`src/rtl/debug_sequencer_if.sv`:
```
// Debug sequencer bus bundle: RX/TX UART FIFO handshakes plus pipeline debug and load signals.
// The master modport is the sequencer side; the slave modport is the FIFO/pipeline side.
interface debug_sequencer_if #(
    parameter int N       = 8,
    parameter int W       = 5,
    parameter int PC_SZ   = 32,
    parameter int INST_SZ = 32,
    parameter int DATA_SZ = 32
);
    logic               i_rx_empty;
    logic [N-1:0]       i_rx_data;
    logic               o_rx_rd;
    logic               i_tx_full;
    logic               o_tx_wr;
    logic [N-1:0]       o_tx_data;
    logic [PC_SZ-1:0]   i_pc;
    logic [DATA_SZ-1:0] i_register_data;
    logic [DATA_SZ-1:0] i_memory_data;
    logic               i_halt;
    logic [INST_SZ-1:0] o_instruction;
    logic               o_mem_w;
    logic               o_enable;
    logic [W-1:0]       o_addr;

    modport master (
        input  i_rx_empty, i_rx_data, i_tx_full, i_pc, i_register_data, i_memory_data, i_halt,
        output o_rx_rd, o_tx_wr, o_tx_data, o_instruction, o_mem_w, o_enable, o_addr
    );

    modport slave (
        output i_rx_empty, i_rx_data, i_tx_full, i_pc, i_register_data, i_memory_data, i_halt,
        input  o_rx_rd, o_tx_wr, o_tx_data, o_instruction, o_mem_w, o_enable, o_addr
    );
endinterface

```
`src/rtl/debug_sequencer.sv`:
```
// UART-driven debug sequencer: loads instruction words, runs or single-steps the pipeline,
// then streams PC, register file and data memory out MSB first, stalling while TX is full.
module debug_sequencer #(
    parameter int                 N       = 8,
    parameter int                 W       = 5,
    parameter int                 PC_SZ   = 32,
    parameter int                 INST_SZ = 32,
    parameter int                 DATA_SZ = 32,
    parameter logic [INST_SZ-1:0] HALT_OP = 32'hFFFF_FFFF
) (
    input  logic              i_clk,
    input  logic              i_reset,
    debug_sequencer_if.master bus
);
    typedef enum logic [2:0] {
        S_IDLE,
        S_LOAD,
        S_LOAD_WR,
        S_RUN,
        S_STEP,
        S_DUMP_SET,
        S_DUMP_SEND
    } state_t;

    localparam logic [N-1:0]   CMD_LOAD    = N'(8'h4C);
    localparam logic [N-1:0]   CMD_RUN     = N'(8'h43);
    localparam logic [N-1:0]   CMD_STEP    = N'(8'h53);
    localparam int             NREG        = 1 << W;
    localparam logic [W+1:0]   WC_ONE      = (W+2)'(1);
    localparam logic [W+1:0]   WC_REG_LAST = (W+2)'(NREG);
    localparam logic [W+1:0]   WC_LAST     = (W+2)'(2 * NREG);
    localparam logic [W-1:0]   ADDR_ONE    = W'(1);

    state_t             state_q, state_d;
    logic [1:0]         byte_cnt_q, byte_cnt_d;
    logic [W+1:0]       word_cnt_q, word_cnt_d;
    logic [W-1:0]       addr_q, addr_d;
    logic [INST_SZ-1:0] instr_q, instr_d;
    logic [DATA_SZ-1:0] shift_q, shift_d;
    logic               rx_rd;
    logic               tx_wr;

    always_ff @(posedge i_clk or posedge i_reset) begin
        if (i_reset) begin
            state_q    <= S_IDLE;
            byte_cnt_q <= '0;
            word_cnt_q <= '0;
            addr_q     <= '0;
            instr_q    <= '0;
            shift_q    <= '0;
        end else begin
            state_q    <= state_d;
            byte_cnt_q <= byte_cnt_d;
            word_cnt_q <= word_cnt_d;
            addr_q     <= addr_d;
            instr_q    <= instr_d;
            shift_q    <= shift_d;
        end
    end

    always_comb begin
        state_d    = state_q;
        byte_cnt_d = byte_cnt_q;
        word_cnt_d = word_cnt_q;
        addr_d     = addr_q;
        instr_d    = instr_q;
        shift_d    = shift_q;
        rx_rd      = 1'b0;
        tx_wr      = 1'b0;

        case (state_q)
            S_IDLE: begin
                if (!bus.i_rx_empty) begin
                    rx_rd = 1'b1;
                    case (bus.i_rx_data)
                        CMD_LOAD: state_d = S_LOAD;
                        CMD_RUN:  state_d = S_RUN;
                        CMD_STEP: state_d = S_STEP;
                        default:  state_d = S_IDLE;
                    endcase
                end
            end

            S_LOAD: begin
                if (!bus.i_rx_empty) begin
                    rx_rd      = 1'b1;
                    instr_d    = {instr_q[INST_SZ-N-1:0], bus.i_rx_data};
                    byte_cnt_d = byte_cnt_q + 2'd1;
                    if (byte_cnt_q == 2'd3) begin
                        state_d = S_LOAD_WR;
                    end
                end
            end

            // The halt word is itself written before loading stops.
            S_LOAD_WR: begin
                state_d = (instr_q == HALT_OP) ? S_IDLE : S_LOAD;
            end

            S_RUN: begin
                if (bus.i_halt) begin
                    state_d = S_DUMP_SET;
                end
            end

            S_STEP: begin
                state_d = S_DUMP_SET;
            end

            // Word 0 is the PC, then NREG register words, then NREG memory words.
            S_DUMP_SET: begin
                if (word_cnt_q == '0) begin
                    shift_d = DATA_SZ'(bus.i_pc);
                end else if (word_cnt_q <= WC_REG_LAST) begin
                    shift_d = bus.i_register_data;
                end else begin
                    shift_d = bus.i_memory_data;
                end
                state_d = S_DUMP_SEND;
            end

            S_DUMP_SEND: begin
                if (!bus.i_tx_full) begin
                    tx_wr      = 1'b1;
                    shift_d    = shift_q << N;
                    byte_cnt_d = byte_cnt_q + 2'd1;
                    if (byte_cnt_q == 2'd3) begin
                        if (word_cnt_q == WC_LAST) begin
                            word_cnt_d = '0;
                            addr_d     = '0;
                            state_d    = S_IDLE;
                        end else begin
                            word_cnt_d = word_cnt_q + WC_ONE;
                            if (word_cnt_q != '0) begin
                                addr_d = addr_q + ADDR_ONE;
                            end
                            state_d = S_DUMP_SET;
                        end
                    end
                end
            end

            default: begin
                state_d = S_IDLE;
            end
        endcase
    end

    // The pop strobe is combinational on the FIFO head, so it is gated while reset is held.
    assign bus.o_rx_rd       = rx_rd & ~i_reset;
    assign bus.o_tx_wr       = tx_wr;
    assign bus.o_tx_data     = shift_q[DATA_SZ-1 -: N];
    assign bus.o_instruction = instr_q;
    assign bus.o_mem_w       = (state_q == S_LOAD_WR);
    assign bus.o_enable      = (state_q == S_RUN) || (state_q == S_STEP);
    assign bus.o_addr        = addr_q;
endmodule

```
`src/flat_wrapper.sv`:
```
// flat-port wrapper written by rule: the top's interface ports become plain ports
module debug_sequencer_flat 
#(
    parameter int                 N       = 8,
    parameter int                 W       = 5,
    parameter int                 PC_SZ   = 32,
    parameter int                 INST_SZ = 32,
    parameter int                 DATA_SZ = 32,
    parameter logic [INST_SZ-1:0] HALT_OP = 32'hFFFF_FFFF
)
  (i_clk, i_reset, bus_i_rx_empty, bus_i_rx_data, bus_i_tx_full, bus_i_pc, bus_i_register_data, bus_i_memory_data, bus_i_halt, bus_o_rx_rd, bus_o_tx_wr, bus_o_tx_data, bus_o_instruction, bus_o_mem_w, bus_o_enable, bus_o_addr);
  debug_sequencer_if #(.N(N), .W(W), .PC_SZ(PC_SZ), .INST_SZ(INST_SZ), .DATA_SZ(DATA_SZ)) bus_i ();
  input  logic i_clk;
  input  logic i_reset;
  input wire logic [$bits(bus_i.i_rx_empty)-1:0] bus_i_rx_empty;
  input wire logic [$bits(bus_i.i_rx_data)-1:0] bus_i_rx_data;
  input wire logic [$bits(bus_i.i_tx_full)-1:0] bus_i_tx_full;
  input wire logic [$bits(bus_i.i_pc)-1:0] bus_i_pc;
  input wire logic [$bits(bus_i.i_register_data)-1:0] bus_i_register_data;
  input wire logic [$bits(bus_i.i_memory_data)-1:0] bus_i_memory_data;
  input wire logic [$bits(bus_i.i_halt)-1:0] bus_i_halt;
  output wire logic [$bits(bus_i.o_rx_rd)-1:0] bus_o_rx_rd;
  output wire logic [$bits(bus_i.o_tx_wr)-1:0] bus_o_tx_wr;
  output wire logic [$bits(bus_i.o_tx_data)-1:0] bus_o_tx_data;
  output wire logic [$bits(bus_i.o_instruction)-1:0] bus_o_instruction;
  output wire logic [$bits(bus_i.o_mem_w)-1:0] bus_o_mem_w;
  output wire logic [$bits(bus_i.o_enable)-1:0] bus_o_enable;
  output wire logic [$bits(bus_i.o_addr)-1:0] bus_o_addr;
  assign bus_i.i_rx_empty = bus_i_rx_empty;
  assign bus_i.i_rx_data = bus_i_rx_data;
  assign bus_i.i_tx_full = bus_i_tx_full;
  assign bus_i.i_pc = bus_i_pc;
  assign bus_i.i_register_data = bus_i_register_data;
  assign bus_i.i_memory_data = bus_i_memory_data;
  assign bus_i.i_halt = bus_i_halt;
  assign bus_o_rx_rd = bus_i.o_rx_rd;
  assign bus_o_tx_wr = bus_i.o_tx_wr;
  assign bus_o_tx_data = bus_i.o_tx_data;
  assign bus_o_instruction = bus_i.o_instruction;
  assign bus_o_mem_w = bus_i.o_mem_w;
  assign bus_o_enable = bus_i.o_enable;
  assign bus_o_addr = bus_i.o_addr;
  debug_sequencer #(.N(N), .W(W), .PC_SZ(PC_SZ), .INST_SZ(INST_SZ), .DATA_SZ(DATA_SZ), .HALT_OP(HALT_OP)) u_core (.i_clk(i_clk), .i_reset(i_reset), .bus(bus_i));
endmodule
```
`config.mk`:
```
export PLATFORM = sky130hd
export DESIGN_NAME = debug_sequencer_flat
export DESIGN_NICKNAME = d
export VERILOG_FILES = /design/src/rtl/debug_sequencer_if.sv /design/src/rtl/debug_sequencer.sv /design/src/flat_wrapper.sv
export SDC_FILE = /design/constraint.sdc
export NUM_CORES = 1
export LEC_CHECK = 0
export BUFFER_PORTS_ARGS = -buffer_cell sky130_fd_sc_hd__buf_2
export CAP_MARGIN = 20
export CORE_MARGIN = 1.5
export CORE_UTILIZATION = 45
export DETAILED_ROUTE_END_ITERATION = 6
export GPL_ROUTABILITY_DRIVEN = 0
export PLACE_DENSITY = 0.75
export SETUP_SLACK_MARGIN = 0.15
export SKIP_CTS_REPAIR_TIMING = 1
export SYNTH_ARGS = -nofsm -noshare
export SYNTH_HDL_FRONTEND = slang
export SYNTH_SLANG_ARGS = --single-unit
```
`constraint.sdc`:
```
create_clock -name i_clk -period 5 [get_ports i_clk]
set_clock_uncertainty 0.2 [all_clocks]
set_input_delay 1 -clock i_clk [delete_from_list [all_inputs] [get_ports i_clk]]
set_output_delay 1 -clock i_clk [all_outputs]
set_load 0.02 [all_outputs]
```
==> flow_summary.yaml, run 1 <==
status:
  status: "finished clean"
synthesis:
  ys_ff_latch: 81
  avgSynthCellArea_um2: 10.9
  synthCells: 361
  yosys_warnings: 0
  synth_async_sr_flop_share: 1.00
  synth-simple-area-share: 0.140
  yosys.area.top_type: "dfrtp_1"
  synthesis.nets: 474
  synth_area_mm2: 0.00394
  synth_mux_area_frac: 0.0969
  synth_top_family_by_area: "compound AO/OA/AOI/OAI gates"
  synth_xor_area_frac: 0.00667
  synth-adder-area-share: 0.0127
  yosysUniqueCellTypes: 42
  synth_edf_count: 0
  synthTopCellsByCount: "dfrtp_1 (81), nand2_1 (58), mux2_2 (33)"
  synthFlopType: "dfrtp_1"
  post-synth-top-count-cell: "dfrtp_1"
  netlist.area_leader.share: 0.515
  synth_area_leaders: "dfrtp_1 (51%), mux2_2 (9.4%), a222oi_1 (8.1%)"
  synth-compound-area-share: 0.181
  ys_seq_area_frac: 0.515
global_routing:
  grt_pass1_wl_um: 15700
  grt_pass1_vias: 3237
  grt_max_degree: 49
  grt_overflow: 0
  grt_use_total: 0.222
  antenna_found_initial: 0
critical_path:
  path_max_fanout: 28
  worstSetupEndpointType: "output port"
  cp.required_ps: 3800
  crit_arrival_ps: 1960
  start_kind: "primary input"
  path_class: "primary input to output port"
cts:
  clkTransAtPathRegs_ps: 80
  root_buffer: "clkbuf_8"
  ctsHtreeMaxLevel: 3
  cts_buffers: 9
  insertion_delay_ps: 350
  clk_path_buf_depth: 2
  cts_tree: "yes"
  cts_sinks: 81
route:
  drt-pass1-iter-count: 6
  drtIter0Drc: 322
  wl_per_cell_um: 16.6
  drc_errors: 0
  wirelength_um: 10200
  vias: 3531
  ant_nets: 0
  viasPerCell: 5.75
sta:
  rsz0062_at_grt: "no"
  finalSetupViolCount: 0
  slew-limit-headroom: 0.457
  whs_ps: 309
  finalHoldViolations: 0
  final_max_slew_viol_count: 0
  fin_crit_sh: 0.632
  finalWorstSetupSlack_ps: 1840
  tightest_slew_ps: 814
  setup_tns_ps: 0
  min_period_ps: 3160
  fmax_mhz: 317
pwr:
  p_seq_frac: 0.435
  power_leakage_nw: 2.39
  comb_power_share: 0.406
  p_per_area_mw_per_mm2: 552
  peakVddDrop_uv: 207
  p_clk_frac: 0.159
  p_sw_mw: 1.12
  p_int_mw: 1.63
  swShare: 0.406
floorplanning:
  die-area_mm2: 0.00932
  dieHeight_um: 96.6
  fp.dieW_um: 96.6
  start_util: 0.472
  num_rows: 33
  io_pins: 158
  coreArea_mm2: 0.00834
placed_design:
  dpl.hpwl_um: 7290
  place_area_mm2: 0.00477
  dp_cells: 597
  place_ws_ps: 1850
  portBuffers: 157
cells_and_area:
  stdcell_area_mm2: 0.00497
  finish.net_count: 617
  insertedDiodeCount: 0
  area_growth_pct: 26.3
  layout-drive-gt1-share: 0.438
  layout.cells.non_filler: 614
run:
  maxCapViolCount: 0
hold_path:
  hold_class: "register to register"
-- path summary, 6_finish.rpt --
| kind | start | to | slack, ps | depth (start not counted) |
|---|---|---|---|---|
| min in group asynchronous | i_reset | u_core.state_q[0] | 590 | 2 |
| max in group asynchronous | i_reset | u_core.shift_q[25] | 3090 | 3 |
| worst max register to register | u_core.word_cnt_q[0] | u_core.shift_q[2] | 2250 | 8 |
| worst min register to register | u_core.byte_cnt_q[0] | u_core.byte_cnt_q[0] | 310 | 1 |
| worst min-delay path | u_core.byte_cnt_q[0] | u_core.byte_cnt_q[0] | 310 | 1 |
| worst max-delay path | bus_i_tx_full | bus_o_tx_wr | 1840 | 4 |
-- worst max-delay path: stages --
cell	delay, ps
buf_2	130
nor4bb_4	250
buf_4	340
buf_2	230
-- final cells by class --
class                      instances  area, um^2
inverter                           5        20.0
clock buffer                       9         124
fill                             696        3370
multi-input combinational        243        1760
clock inverter                     7        55.1
sequential                        81        2030
timing repair buffer             164         856
tap                              105         131
-- power groups by stage --
| stage | Sequential [mW] | Combinational [mW] | Clock, mW |
|---|---|---|---|
| 2_1_floorplan | 1.28 | 0.679 | 0 |
| 3_3_place_gp | 1.19 | 1.09 | 0 |
| 3_5_place_dp | 1.20 | 1.12 | 0 |
| 4_1_cts | 1.19 | 1.12 | 0.447 |
| 5_1_grt | 1.23 | 1.24 | 0.479 |
| 6_report | 1.20 | 1.12 | 0.436 |
-- per-stage QoR --
stage / power [mW] / utilization
detailed placement: 2.32 / 0.572
finish: 2.75 / 0.596
global route: 2.95 / 0.596
CTS: 2.76 / 0.593
global placement: 2.28 / 0.572
floorplan: 1.96 / -
-- sequential cells by signal, summed over array words and instances (netlist names) --
| signal | flops |
|---|---|
| u_core.bus.o_instruction | 32 |
| u_core.shift_q | 32 |
| u_core.word_cnt_q | 7 |
| u_core.bus.o_addr | 5 |
| u_core.state_q | 3 |
| u_core.byte_cnt_q | 2 |
-- cells in the final DEF, fill, tap and decap left out, types with 2 or more instances in the layout --
| cell type | synthesis | final |
|---|---|---|
| xnor2_1 | 3 | 3 |
| nand3_1 | 9 | 9 |
| ha_1 | 4 | 4 |
| nor3_1 | 4 | 4 |
| a31oi_1 | 4 | 4 |
| nor2_1 | 11 | 10 |
| buf_2 | 7 | 157 |
| nor2b_1 | 3 | 3 |
| dfrtp_1 | 81 | 81 |
| mux2_2 | 33 | 33 |
| nor4_1 | 3 | 3 |
| a222oi_1 | 32 | 32 |
| a22oi_1 | 24 | 24 |
| and3_1 | 3 | 3 |
| inv_6 | 0 | 2 |
| nand4_1 | 7 | 7 |
| a21oi_1 | 6 | 6 |
| nor4b_4 | 0 | 2 |
| inv_1 | 5 | 4 |
| o21ai_0 | 16 | 16 |
| clkinvlp_4 | 0 | 5 |
| o31ai_1 | 2 | 2 |
| buf_4 | 11 | 6 |
| clkbuf_8 | 0 | 9 |
| nand2_1 | 58 | 58 |
| nor3b_1 | 2 | 2 |
-- logic make-up (layout without fill, tap and decap cells) --
logic type	after synthesis	in the layout
DFF	81	81
and+or+nand+nor	110	110
AOI/OAI and AO/OA	92	92
buffers and inverters	37	185
muxes	34	34
xor gates and xnor gates	3	3
adders and majority gates	4	4
-- per-layer routing --
layer	GRT usage	wire (um)
met2	0.360	4860
met3	0.0469	746
met4	0.0749	128
met1	0.295	4450
met5	0	0
(Power assumes the default switching activity.)
==> run 2, diff against run 1 <==
Settings changed: CORE_UTILIZATION 45 to 44, PLACE_DENSITY 0.75 to 0.77.
Clock period 5 ns to 2.8 ns, I/O delays scaled along.
==> run 2 against run 1 <==
Effect of this change:
- first-iteration DRC count down 0.31%
- critical path depth is the same
- via count increased by 2.8%
- critical path type is now register to output port
- the run now ends with DRC, hold timing left
- register-to-register slack got worse by 1900 ps
- utilization fell by 0.92 points
- design area is 2.4% higher
- count of clock-buffer cells in the layout up 1
- worst setup slack worse by 1500 ps
- largest power group unchanged
- die area is 2.2% higher
- largest cell class unchanged
- sequential cell count unchanged
- non-clock buffer count is 4 higher
==> flow_summary.yaml, run 2 (synthesis results as in run 1) <==
status:
  status: "finished, violations left"
  violations: "DRC, hold timing"
route:
  viasPerCell: 5.86
  vias: 3631
  ant_nets: 0
  drc_errors: 2
  wl_per_cell_um: 17.1
  wirelength_um: 10600
  drt-pass1-iter-count: 7
  drtIter0Drc: 321
cells_and_area:
  multi_input_area_mm2: 0.00176
  layout-drive-gt1-share: 0.439
  area_growth_pct: 29.4
  finish.net_count: 621
  insertedDiodeCount: 0
  final_common_cell: "buf_2"
  layout_common_cells: "buf_2 (157), dfrtp_1 (81), nand2_1 (58)"
  layout.cells.non_filler: 620
  regArea_mm2: 0.00203
  fillers: 761
cts:
  insertion_delay_ps: 350
  clkTransAtPathRegs_ps: 80
  cts_sinks: 81
  ctsHtreeMaxLevel: 3
  cts_tree: "yes"
  cts_buffers: 9
  root_buffer: "clkbuf_8"
  clk_path_buf_depth: 2
critical_path:
  start_kind: "register"
  path_class: "register to output port"
  crit_path_top_delay_cell: "dfrtp_1"
  cp_cell_sequence: "inv_1 > and3_1 > a21o_1 > buf_2"
  crit_path_max_incr_delay_ps: 660
  cp.required_ps: 2040
  critical_path.top_delay_family: "flip-flops"
  path_max_fanout: 14
  worstSetupEndpointType: "output port"
  crit_arrival_ps: 1730
  crit_buf_inv: 2
floorplanning:
  dieHeight_um: 97.6
  die-area_mm2: 0.00953
  start_util: 0.454
  num_rows: 34
  coreArea_mm2: 0.00868
  fp.dieW_um: 97.6
  io_pins: 158
sta:
  fmax_mhz: 402
  slew-limit-headroom: 0.628
  fin_crit_sh: 0.889
  rsz0062_at_grt: "no"
  min_period_ps: 2490
  finalSetupViolCount: 0
  whs_ps: -2.43
  finalWorstSetupSlack_ps: 312
  final_max_slew_viol_count: 0
  finalHoldViolations: 2
  setup_tns_ps: 0
  tightest_slew_ps: 552
global_routing:
  grt_pass1_vias: 3609
  antenna_found_initial: 0
  grt_pass1_wl_um: 17300
  grt_overflow: 0
  grt_use_total: 0.229
  grt_max_degree: 37
pwr:
  power_leakage_nw: 2.46
  peakVddDrop_uv: 377
  p_per_area_mw_per_mm2: 1030
hold_path:
  hold_class: "primary input to asynchronous set/reset pin"
placed_design:
  dp_cells: 605
  portBuffers: 157
  place_ws_ps: 369
  dpl.hpwl_um: 7790
run:
  maxCapViolCount: 0
-- run 2: metal layers --
layer | vias to the layer above | global-route usage | wire length [um] | share of wire
li1 | 1676 | - | - | -
met1 | 1747 | 0.279 | 4070 | 0.38
met2 | 192 | 0.399 | 5460 | 0.52
met3 | 16 | 0.0554 | 904 | 0.085
met4 | 0 | 0.0692 | 167 | 0.016
met5 | - | 0 | 0 | 0
-- run 2: power breakdown --
part	internal [mW]	switching (mW)
Combinational	0.929	1.07
Sequential	1.67	0.490
Clock	0.680	0.413
-- run 2: final cells by class --
type                       instances  share of cell area
timing repair buffer             168               0.175
tap                              108              0.0265
clock inverter                     5              0.0253
inverter                           5             0.00442
sequential                        81               0.398
clock buffer                      10              0.0250
multi-input combinational        243               0.346
-- run 2: worst register-to-register path, cell delays in order (launching register included) --
cell      delay [ps]
dfrtp_1          430
inv_1             80
ha_1             130
or4b_4           500
or2_4            280
nor3_4           150
buf_4            340
a222oi_1         160
nand2_1          100
-- run 2: worst paths after layout --
| kind | start | to | slack (ps) | cells past startpoint |
|---|---|---|---|---|
| setup / recovery | u_core.state_q[2] | bus_o_enable | 310 | 4 |
| hold / removal | i_reset | u_core.bus.o_addr[4] | -2 | 2 |
| setup reg to reg | u_core.word_cnt_q[0] | u_core.shift_q[1] | 370 | 8 |
| hold reg to reg | u_core.byte_cnt_q[0] | u_core.byte_cnt_q[0] | 290 | 1 |
| max in group asynchronous | i_reset | u_core.bus.o_instruction[12] | 1640 | 3 |
| min in group i_clk | bus_i_memory_data[0] | u_core.shift_q[0] | 200 | 3 |
-- run 2: metrics by stage --
step	area (um^2)	util	power, mW
after floorplan	3940	-	3.49
after global placement	4840	0.558	4.08
after detailed placement	4840	0.558	4.19
after CTS	5100	0.587	5.29
after global routing	5100	0.587	5.57
final	5100	0.587	5.25
